<file path="src/rtl/ir_queue.sv">
// rtl/ir_queue.sv - fetch-to-decode instruction queue with first-word-fall-through head
// Define IRQ_BYPASS_EN for a zero-latency empty-queue path from fetch to decode.
module ir_queue #(
    parameter int DATA_W = 32,
    parameter int PC_W   = 32,
    parameter int DEPTH  = 4
) (
    input  logic                       clk,
    input  logic                       rst,
    input  logic                       in_valid,
    output logic                       in_ready,
    input  logic [DATA_W-1:0]          in_inst,
    input  logic [PC_W-1:0]            in_pc,
    input  logic                       flush,
    output logic                       out_valid,
    input  logic                       out_ready,
    output logic [DATA_W-1:0]          out_inst,
    output logic [PC_W-1:0]            out_pc,
    output logic [$clog2(DEPTH+1)-1:0] count,
    output logic                       full,
    output logic                       empty
);
    localparam int AW = $clog2(DEPTH);
    localparam int CW = $clog2(DEPTH+1);
    localparam logic [CW-1:0] FULL_CNT = CW'(DEPTH);

    logic [DATA_W+PC_W-1:0] mem [DEPTH];
    logic [AW-1:0]          wp, rp;
    logic                   push, pop, bypass, wr_en, rd_en;

    always_comb begin
        full     = (count == FULL_CNT);
        empty    = (count == '0);
        in_ready = !full;
        push     = in_valid && in_ready;
`ifdef IRQ_BYPASS_EN
        bypass   = empty && !flush && !rst && in_valid;
`else
        bypass   = 1'b0;
`endif
        out_valid = !empty || bypass;
        pop       = out_valid && out_ready;
        // A bypassed instruction taken by decode in the same cycle never touches storage.
        wr_en     = push && !(bypass && out_ready);
        rd_en     = pop && !empty;
        if (!empty) begin
            out_inst = mem[rp][DATA_W+PC_W-1:PC_W];
            out_pc   = mem[rp][PC_W-1:0];
        end else if (bypass) begin
            out_inst = in_inst;
            out_pc   = in_pc;
        end else begin
            out_inst = '0;
            out_pc   = '0;
        end
    end

    always_ff @(posedge clk) begin
        if (rst || flush) begin
            wp    <= '0;
            rp    <= '0;
            count <= '0;
        end else begin
            if (wr_en) wp <= wp + AW'(1);
            if (rd_en) rp <= rp + AW'(1);
            case ({wr_en, rd_en})
                2'b10:   count <= count + CW'(1);
                2'b01:   count <= count - CW'(1);
                default: count <= count;
            endcase
        end
    end

    always_ff @(posedge clk) begin
        if (!rst && !flush && wr_en) mem[wp] <= {in_inst, in_pc};
    end
endmodule
</file>
<file path="config.mk">
export PLATFORM = sky130hd
export DESIGN_NAME = ir_queue
export DESIGN_NICKNAME = d
export VERILOG_FILES = /design/src/rtl/ir_queue.sv
export SDC_FILE = /design/constraint.sdc
export NUM_CORES = 1
export LEC_CHECK = 0
export BUFFER_PORTS_ARGS = -buffer_cell sky130_fd_sc_hd__buf_2
export CAP_MARGIN = 10
export CELL_PAD_IN_SITES_DETAIL_PLACEMENT = 0
export CELL_PAD_IN_SITES_GLOBAL_PLACEMENT = 1
export CORE_MARGIN = 2
export CORE_UTILIZATION = 50
export CTS_CLUSTER_DIAMETER = 40
export CTS_CLUSTER_SIZE = 20
export DETAILED_ROUTE_END_ITERATION = 8
export GPL_ROUTABILITY_DRIVEN = 0
export GPL_TIMING_DRIVEN = 1
export PLACE_DENSITY = 0.89
export SLEW_MARGIN = 20
export SYNTH_ARGS = -nofsm -noshare
export SYNTH_HDL_FRONTEND = slang
export SYNTH_SLANG_ARGS = --single-unit
</file>
<file path="constraint.sdc">
create_clock -name clk -period 7.6 [get_ports clk]
set_clock_uncertainty 0.15 [all_clocks]
set_input_delay 1.52 -clock clk [delete_from_list [all_inputs] [get_ports clk]]
set_output_delay 1.52 -clock clk [all_outputs]
set_load 0.02 [all_outputs]
</file>
==> metrics.md, run 1 <==
| Metric | Value |
|---|---|
| Number of H-tree branching levels | `2` |
| First-pass GRT wire length | `approximately 29 mm` |
| Total leakage power | `about 4.2 nW` |
| Reg2Reg Setup Slack | `between 4 and 5 ns` |
| Routed wirelength normalized by instance count | `between 20 and 25 microns` |
| Clock-pin slew on the worst setup and hold paths | `about 0.050 ns` |
| Filler cells | `approximately 1500` |
| Fraction of registers with async set/reset | `0%` |
| FF-to-FF path depth | `8` |
| Number of unique standard cell types used by synthesis | `28` |
| Synthesized netlist net count | `537` |
| Number of maximum-capacitance constraint violations | `0` |
| Maximum buffer depth of the clock tree | `3` |
| Top-level port count | `between 100 and 150` |
| DRC violation count after routing | `0` |
| CTS tree | `built` |
| Post-layout power | `~3.3 mW` |
| Grt ovf | `0` |
| Resized cells post-CTS | `0` |
| Number of enable-type register cells in the synthesized netlist | `approximately 260` |
| Required @ worst endpoint | `about 5.9 ns` |
| Maximum fanout count along the critical path | `36` |
| Share of layout cells above drive strength 1 | `41.3%` |
| Total power density per cell area | `roughly 270 nW/um^2` |
| Pin count of the biggest net entering global routing | `69` |
| Hold Path Stages | `2` |
| Remaining antenna violation count | `0` |
| Placed Cells | `roughly 850` |
| Upper clock frequency limit | `0.220 GHz` |
| Fin crit share | `about three fifths` |
| Initial Util | `between 50% and 60%` |
| Rows | `52` |
| Hold_buf cts | `0` |
| Register bit total from synthesis | `between 200 and 300` |
| Yosys warning count | `0` |
| Cell area reported after detailed placement | `around 11000 sq um` |
| Count of endpoints failing hold in the final timing report | `0` |
| Number of design-rule violations left by the first detailed-router iteration | `183` |
| Total setup buffers inserted after CTS | `0` |
| Reg2Reg Launch Point | `count[0]$_SDFFE_PP0P_` |
| Number of max-slew violations in the final report | `0` |
| Per-instance average area after synthesis | `about 22 sq um` |
| RSZ-0062 raised after global routing | `false` |
| Commonest register cell after synthesis | `sky130_fd_sc_hd__edfxtp_1` |
| Setup tns final | `0 ns` |
| Setup CP Type | `flip-flop to output port` |
| Global-route total usage across every layer | `roughly 17%` |
| Hold Path Origin | `rp[1]$_SDFFE_PP0P_` |
| Worst max-slew margin expressed relative to the limit | `between 30% and 40%` |
| IR Drop Worst-Case VDD | `228 uV` |
| Antenna violations before repair | `1` |
| Via count | `between 4000 and 5000` |
| Number of optimization iterations in the first detailed-route pass | `4` |
| Run status | `finished, final reports clean` |
| Core outline area | `between 20000 and 25000 sq um` |
| Number of buffer cells added on primary ports | `~140` |
| Clock network latency to the later pin of the worst-skew pair | `a little under 0.5 ns` |
| Horizontal die dimension | `between 100 and 150 microns` |
| Reg-to-Reg End | `count[2]$_SDFFE_PP0P_` |
| Final min period | `between 4 and 5 ns` |
| Hold WC Path Type | `flip-flop to flip-flop` |
| Number of sinks driven by the clock tree | `between 200 and 300` |
| Setup-failing EPs final | `0` |
| Capturing element type of the critical path | `output port` |
| Transition time at the pin with the least slew margin | `around 1.0 ns` |
| Final Cell Area | `approximately 12000 sq um` |
| Master cell of the clock root buffer | `sky130_fd_sc_hd__clkbuf_16` |
| Final core utilization | `about three fifths` |
| Total wirelength of the detailed-routed design | `approximately 18 mm` |
| Number of global-route vias before repair | `approximately 5400` |
| Post-layout net count | `690` |
| Portion of the post-synthesis area used by sequential elements | `about three quarters` |
| Non-filler cells in the finished layout | `about 900` |
| Die footprint | `21600 sq um` |
| Post-synthesis to final-layout area growth | `19.7%` |
| Startpoint type of the worst setup path | `flip-flop` |
| Synth Instances | `462` |
| Cts bufs inserted | `34` |
| Half-perimeter wire length of the detailed placement result | `roughly 10 mm` |
| Overall die height | `between 100 and 150 microns` |
| Average via count per standard cell | `between 5 and 6` |
| Cell Area, Synth | `10200 sq um` |
| Arrival time reported for the critical path endpoint | `2.87 ns` |
==> sequential cells by signal, indices dropped and copies added, names as in the netlist, named ones only <==
register  count
wp            2
count         3
rp            2
mem         256
==> layout by cell type (no fill, tap or decap), types with 2 or more instances in the layout <==
cell,count
sky130_fd_sc_hd__a21oi_1,4
sky130_fd_sc_hd__and2_1,65
sky130_fd_sc_hd__and3_4,4
sky130_fd_sc_hd__buf_2,139
sky130_fd_sc_hd__bufinv_16,2
sky130_fd_sc_hd__clkbuf_1,2
sky130_fd_sc_hd__clkbuf_16,37
sky130_fd_sc_hd__clkinv_1,4
sky130_fd_sc_hd__clkinv_4,5
sky130_fd_sc_hd__clkinvlp_4,3
sky130_fd_sc_hd__dfxtp_1,7
sky130_fd_sc_hd__dfxtp_4,2
sky130_fd_sc_hd__edfxtp_1,256
sky130_fd_sc_hd__ha_1,5
sky130_fd_sc_hd__inv_1,8
sky130_fd_sc_hd__inv_6,5
sky130_fd_sc_hd__mux4_1,4
sky130_fd_sc_hd__mux4_2,60
sky130_fd_sc_hd__nand2_1,2
sky130_fd_sc_hd__nor2_1,4
sky130_fd_sc_hd__o21ai_0,4
sky130_fd_sc_hd__or3_1,2
sky130_fd_sc_hd__xor2_1,2
==> final cells by class <==
cell class                 count  area [sq um]  area share (%)
antenna                        1          2.50          0.0204
clock buffer                  39           933            7.62
clock inverter                21           206            1.69
inverter                       8          30.0           0.245
multi-input combinational    166          2160            17.6
sequential                   265          7880            64.3
tap                          270           338            2.76
timing repair buffer         140           703            5.74
==> cells by family after synthesis <==
kind of cell | Yosys count | synth area share (%)
DFF | 265 | 76.9
and+or+nand+nor | 84 | 5.05
muxes | 64 | 14.2
buffers and inverters | 31 | 2.29
AOI/OAI and AO/OA | 10 | 0.587
adders and majority gates | 6 | 0.807
xor gates and xnor gates | 2 | 0.171
==> critical path: stages (launching register included) <==
cell	delay, ns
sky130_fd_sc_hd__dfxtp_4	0.70
sky130_fd_sc_hd__buf_4	0.66
sky130_fd_sc_hd__mux4_2	0.60
sky130_fd_sc_hd__and2_1	0.18
sky130_fd_sc_hd__buf_2	0.16
==> worst max path at each step <==
stage                   start             endpoint  slack, ns  depth (start not counted)
floorplan               flush  mem[0][0]$_DFFE_PP_       3.65                          2
global placement    flip-flop         out_inst[31]       3.44                          4
detailed placement  flip-flop         out_inst[31]       3.47                          4
CTS                 flip-flop         out_inst[31]       2.93                          4
global route        flip-flop         out_inst[31]       2.80                          4
finish              flip-flop            out_pc[8]       3.06                          4
==> where the power goes <==
part,switching [mW],internal [mW]
sequential,0.00653,1.62
combinational,0.0922,0.0595
clock,0.597,0.964
total,0.696,2.64
==> synth_stat cells (3+ instances only) <==
| cell type | n | share of area [%] |
|---|---|---|
| sky130_fd_sc_hd__or3_1 | 3 | 0.18 |
| sky130_fd_sc_hd__buf_12 | 6 | 1.2 |
| sky130_fd_sc_hd__a21oi_1 | 4 | 0.20 |
| sky130_fd_sc_hd__and3_1 | 4 | 0.24 |
| sky130_fd_sc_hd__dfxtp_1 | 9 | 1.8 |
| sky130_fd_sc_hd__mux4_2 | 60 | 13 |
| sky130_fd_sc_hd__inv_1 | 8 | 0.29 |
| sky130_fd_sc_hd__clkbuf_1 | 6 | 0.22 |
| sky130_fd_sc_hd__nor2_1 | 4 | 0.15 |
| sky130_fd_sc_hd__mux4_1 | 4 | 1.0 |
| sky130_fd_sc_hd__and2_1 | 65 | 4.0 |
| sky130_fd_sc_hd__o21ai_0 | 4 | 0.20 |
| sky130_fd_sc_hd__edfxtp_1 | 256 | 75 |
| sky130_fd_sc_hd__buf_2 | 8 | 0.39 |
| sky130_fd_sc_hd__ha_1 | 5 | 0.61 |
==> per-stage QoR <==
stage / hold slack [ns] / worst slack (ns)
after floorplan: 0.309 / 3.65
after global placement: 0.314 / 3.44
after detailed placement: 0.334 / 3.47
after CTS: 0.347 / 2.93
after global routing: 0.378 / 2.80
final: 0.344 / 3.06
==> metal layers <==
layer / routed length, microns / up-vias / track usage (%)
met2: 9430 / 176 / 29.8
met4: 335 / 0 / 6.01
li1: - / 2191 / -
met1: 7310 / 2473 / 21.8
met5: 0 / - / 0
met3: 1250 / 30 / 4.53
(Power assumes the default switching activity.)
==> inputs of run 2 (changes only) <==
clock period = 4.7 ns   (was 7.6 ns; I/O delays follow)
==> metrics.md, run 2 (same netlist as run 1, synthesis figures left out) <==
| Metric | Value |
|---|---|
| Run status | `finished, final reports clean` |
| Reg2Reg Launch Point | `count[0]$_SDFFE_PP0P_` |
| RSZ-0062 raised after global routing | `false` |
| Pin count of the biggest net entering global routing | `69 (unchanged)` |
| Share of layout cells above drive strength 1 | `41.0% (-0.27 points)` |
| Number of maximum-capacitance constraint violations | `0 (unchanged)` |
| Upper clock frequency limit | `between 0.2 and 0.3 GHz` |
| Final core utilization | `59.9% (-0.84 points)` |
| Maximum fanout count along the critical path | `36 (unchanged)` |
| Clock-pin slew on the worst setup and hold paths | `0.06 ns (about the same)` |
| Capturing element type of the critical path | `output port` |
| CTS tree | `built` |
| DRC violation count after routing | `0 (unchanged)` |
| Half-perimeter wire length of the detailed placement result | `10.1 mm (-1.0%)` |
| Number of H-tree branching levels | `1 (-1)` |
| Placed Cells | `849 (unchanged)` |
| Cts bufs inserted | `29 (-15%)` |
| Number of global-route vias before repair | `5266 (-1.8%)` |
| Total power density per cell area | `420 nW/um^2 (+54%)` |
| Sequence of cells on the critical path | `buf_12 -> mux4_1 -> and2_1 -> buf_2` |
| Commonest cells after routing, fill and taps aside | `256 x sky130_fd_sc_hd__edfxtp_1, 139 x sky130_fd_sc_hd__buf_2, 65 x sky130_fd_sc_hd__and2_1` |
| Antenna violations before repair | `1 (unchanged)` |
| Overall die height | `147 microns (unchanged)` |
| Core outline area | `20200 sq um (unchanged)` |
| Average via count per standard cell | `5.40 (+0.95%)` |
| Hold_buf cts | `0 (unchanged)` |
| IR Drop Worst-Case VDD | `490 uV (+120%)` |
| Post-layout net count | `685 (-0.72%)` |
| Transition time at the pin with the least slew margin | `1.01 ns (-0.00438 ns)` |
| Register cell area after layout | `7880 sq um (unchanged)` |
| Horizontal die dimension | `147 microns (unchanged)` |
| Post-synthesis to final-layout area growth | `18.0%` |
| Total wirelength of the detailed-routed design | `18.1 mm (-1.4%)` |
| Biggest register | `mem` |
| Remaining antenna violation count | `0 (unchanged)` |
| Die footprint | `21600 sq um (unchanged)` |
| Post-Place Worst Slack | `1.51 ns (-1.96 ns)` |
| Grt ovf | `0 (unchanged)` |
| First-pass GRT wire length | `28.2 mm (-2.3%)` |
| CP bufs+invs | `2 (unchanged)` |
| Top-level port count | `140 (unchanged)` |
| Worst slack on hold paths | `0.335 ns (-0.00857 ns)` |
| Final min period | `around 3.7 ns` |
| Number of optimization iterations in the first detailed-route pass | `4 (unchanged)` |
| Setup-failing EPs final | `0 (unchanged)` |
| Maximum buffer depth of the clock tree | `3 (unchanged)` |
| Fin crit share | `78.3%` |
| Number of max-slew violations in the final report | `0 (unchanged)` |
| Cell class contributing the biggest share of worst-path delay | `flip-flops` |
| Hold Path Origin | `rp[1]$_SDFFE_PP0P_` |
| Filler cells | `1479 (+1.9%)` |
| Setup tns final | `0 ns (unchanged)` |
| Arrival time reported for the critical path endpoint | `2.59 ns (-0.28 ns)` |
| Non-filler cells in the finished layout | `902 (-0.88%)` |
| Slowest cell delay on critical path | `0.72 ns (+0.02 ns)` |
| Most common cell after layout, fill and taps aside | `sky130_fd_sc_hd__edfxtp_1` |
| Master cell of the clock root buffer | `sky130_fd_sc_hd__clkbuf_16` |
| Resized cells post-CTS | `0 (unchanged)` |
| Via count | `4873 (+0.062%)` |
| Rows | `52 (unchanged)` |
| Worst max-slew margin expressed relative to the limit | `32.5% (+0.29 points)` |
| Setup CP Type | `flip-flop to output port` |
| Total leakage power | `4.16 nW (-1.8%)` |
| Max FFs per register | `256 (unchanged)` |
| Routed wirelength normalized by instance count | `20.0 microns (-0.54%)` |
| Global-route total usage across every layer | `16.7% (-0.75 points)` |
| Initial Util | `50.7% (unchanged)` |
| Startpoint type of the worst setup path | `flip-flop` |
| Number of design-rule violations left by the first detailed-router iteration | `279 (+52%)` |
| Final worst-path setup slack | `1.02 ns (-2.04 ns)` |
| Footprint of the multi-input gates | `2160 sq um (unchanged)` |
| Hold WC Path Type | `flip-flop to flip-flop` |
| Library cell contributing the largest single delay on the critical path | `sky130_fd_sc_hd__dfxtp_4` |
| Count of endpoints failing hold in the final timing report | `0 (unchanged)` |
| Number of sinks driven by the clock tree | `265 (unchanged)` |
| Required @ worst endpoint | `3.61 ns (-2.32 ns)` |
| Total setup buffers inserted after CTS | `0 (unchanged)` |
| Clock network latency to the later pin of the worst-skew pair | `0.52 ns (+0.03 ns)` |
| Top flop regs | `mem x256, count x3` |
| Number of buffer cells added on primary ports | `139 (unchanged)` |
[run 2: cell type report]
cell class              instances  area share, %
diodes                          1         0.0207
clock buffers                  29           6.01
clock inverters                23           1.93
inverters                       8          0.249
multi-input cells             166           17.9
flip-flops and latches        265           65.2
well taps                     270           2.80
repair buffers                140           5.93
[run 2: worst register-to-register path: cells and delay by family (launching register included)]
kind	cells	cell delay, ns
AO/OA/AOI/OAI	1	0.19
AND/OR/NAND/NOR	3	1.18
adder cells (fa/ha/maj)	2	0.62
flip-flops	1	0.42
buffers and inverters	1	0.08
XOR/XNOR	1	0.17
[run 2: power by group]
part / internal, mW / switching [mW] / total, mW
Combinational: 0.0968 / 0.150 / 0.247
Clock: 1.27 / 0.930 / 2.20
Sequential: 2.61 / 0.0107 / 2.62
[run 2: final timing paths]
path                            slack [ns]  cells past startpoint                    end
worst max-delay path                  1.02                      4           out_inst[31]
worst min-delay path                  0.34                      2              flip-flop
worst max register to register        1.82                      8  count[2]$_SDFFE_PP0P_
worst min register to register        0.34                      2              flip-flop
[run 2: stage by stage]
stage	power [mW]	instance area, sq um
3_3_place_gp	2.91	11100
2_1_floorplan	2.82	10200
3_5_place_dp	2.92	11100
6_report	5.07	12100
5_1_grt	5.22	12100
4_1_cts	5.12	12100
[run 2: routing by layer]
layer	part of all wire, %	wire [microns]	GRT usage, %	up-vias
li1	-	-	-	2174
met4	1.8	332	3.89	0
met3	6.0	1080	3.29	31
met5	0	0	0	-
met2	52	9420	29.7	146
met1	40	7240	21.4	2522
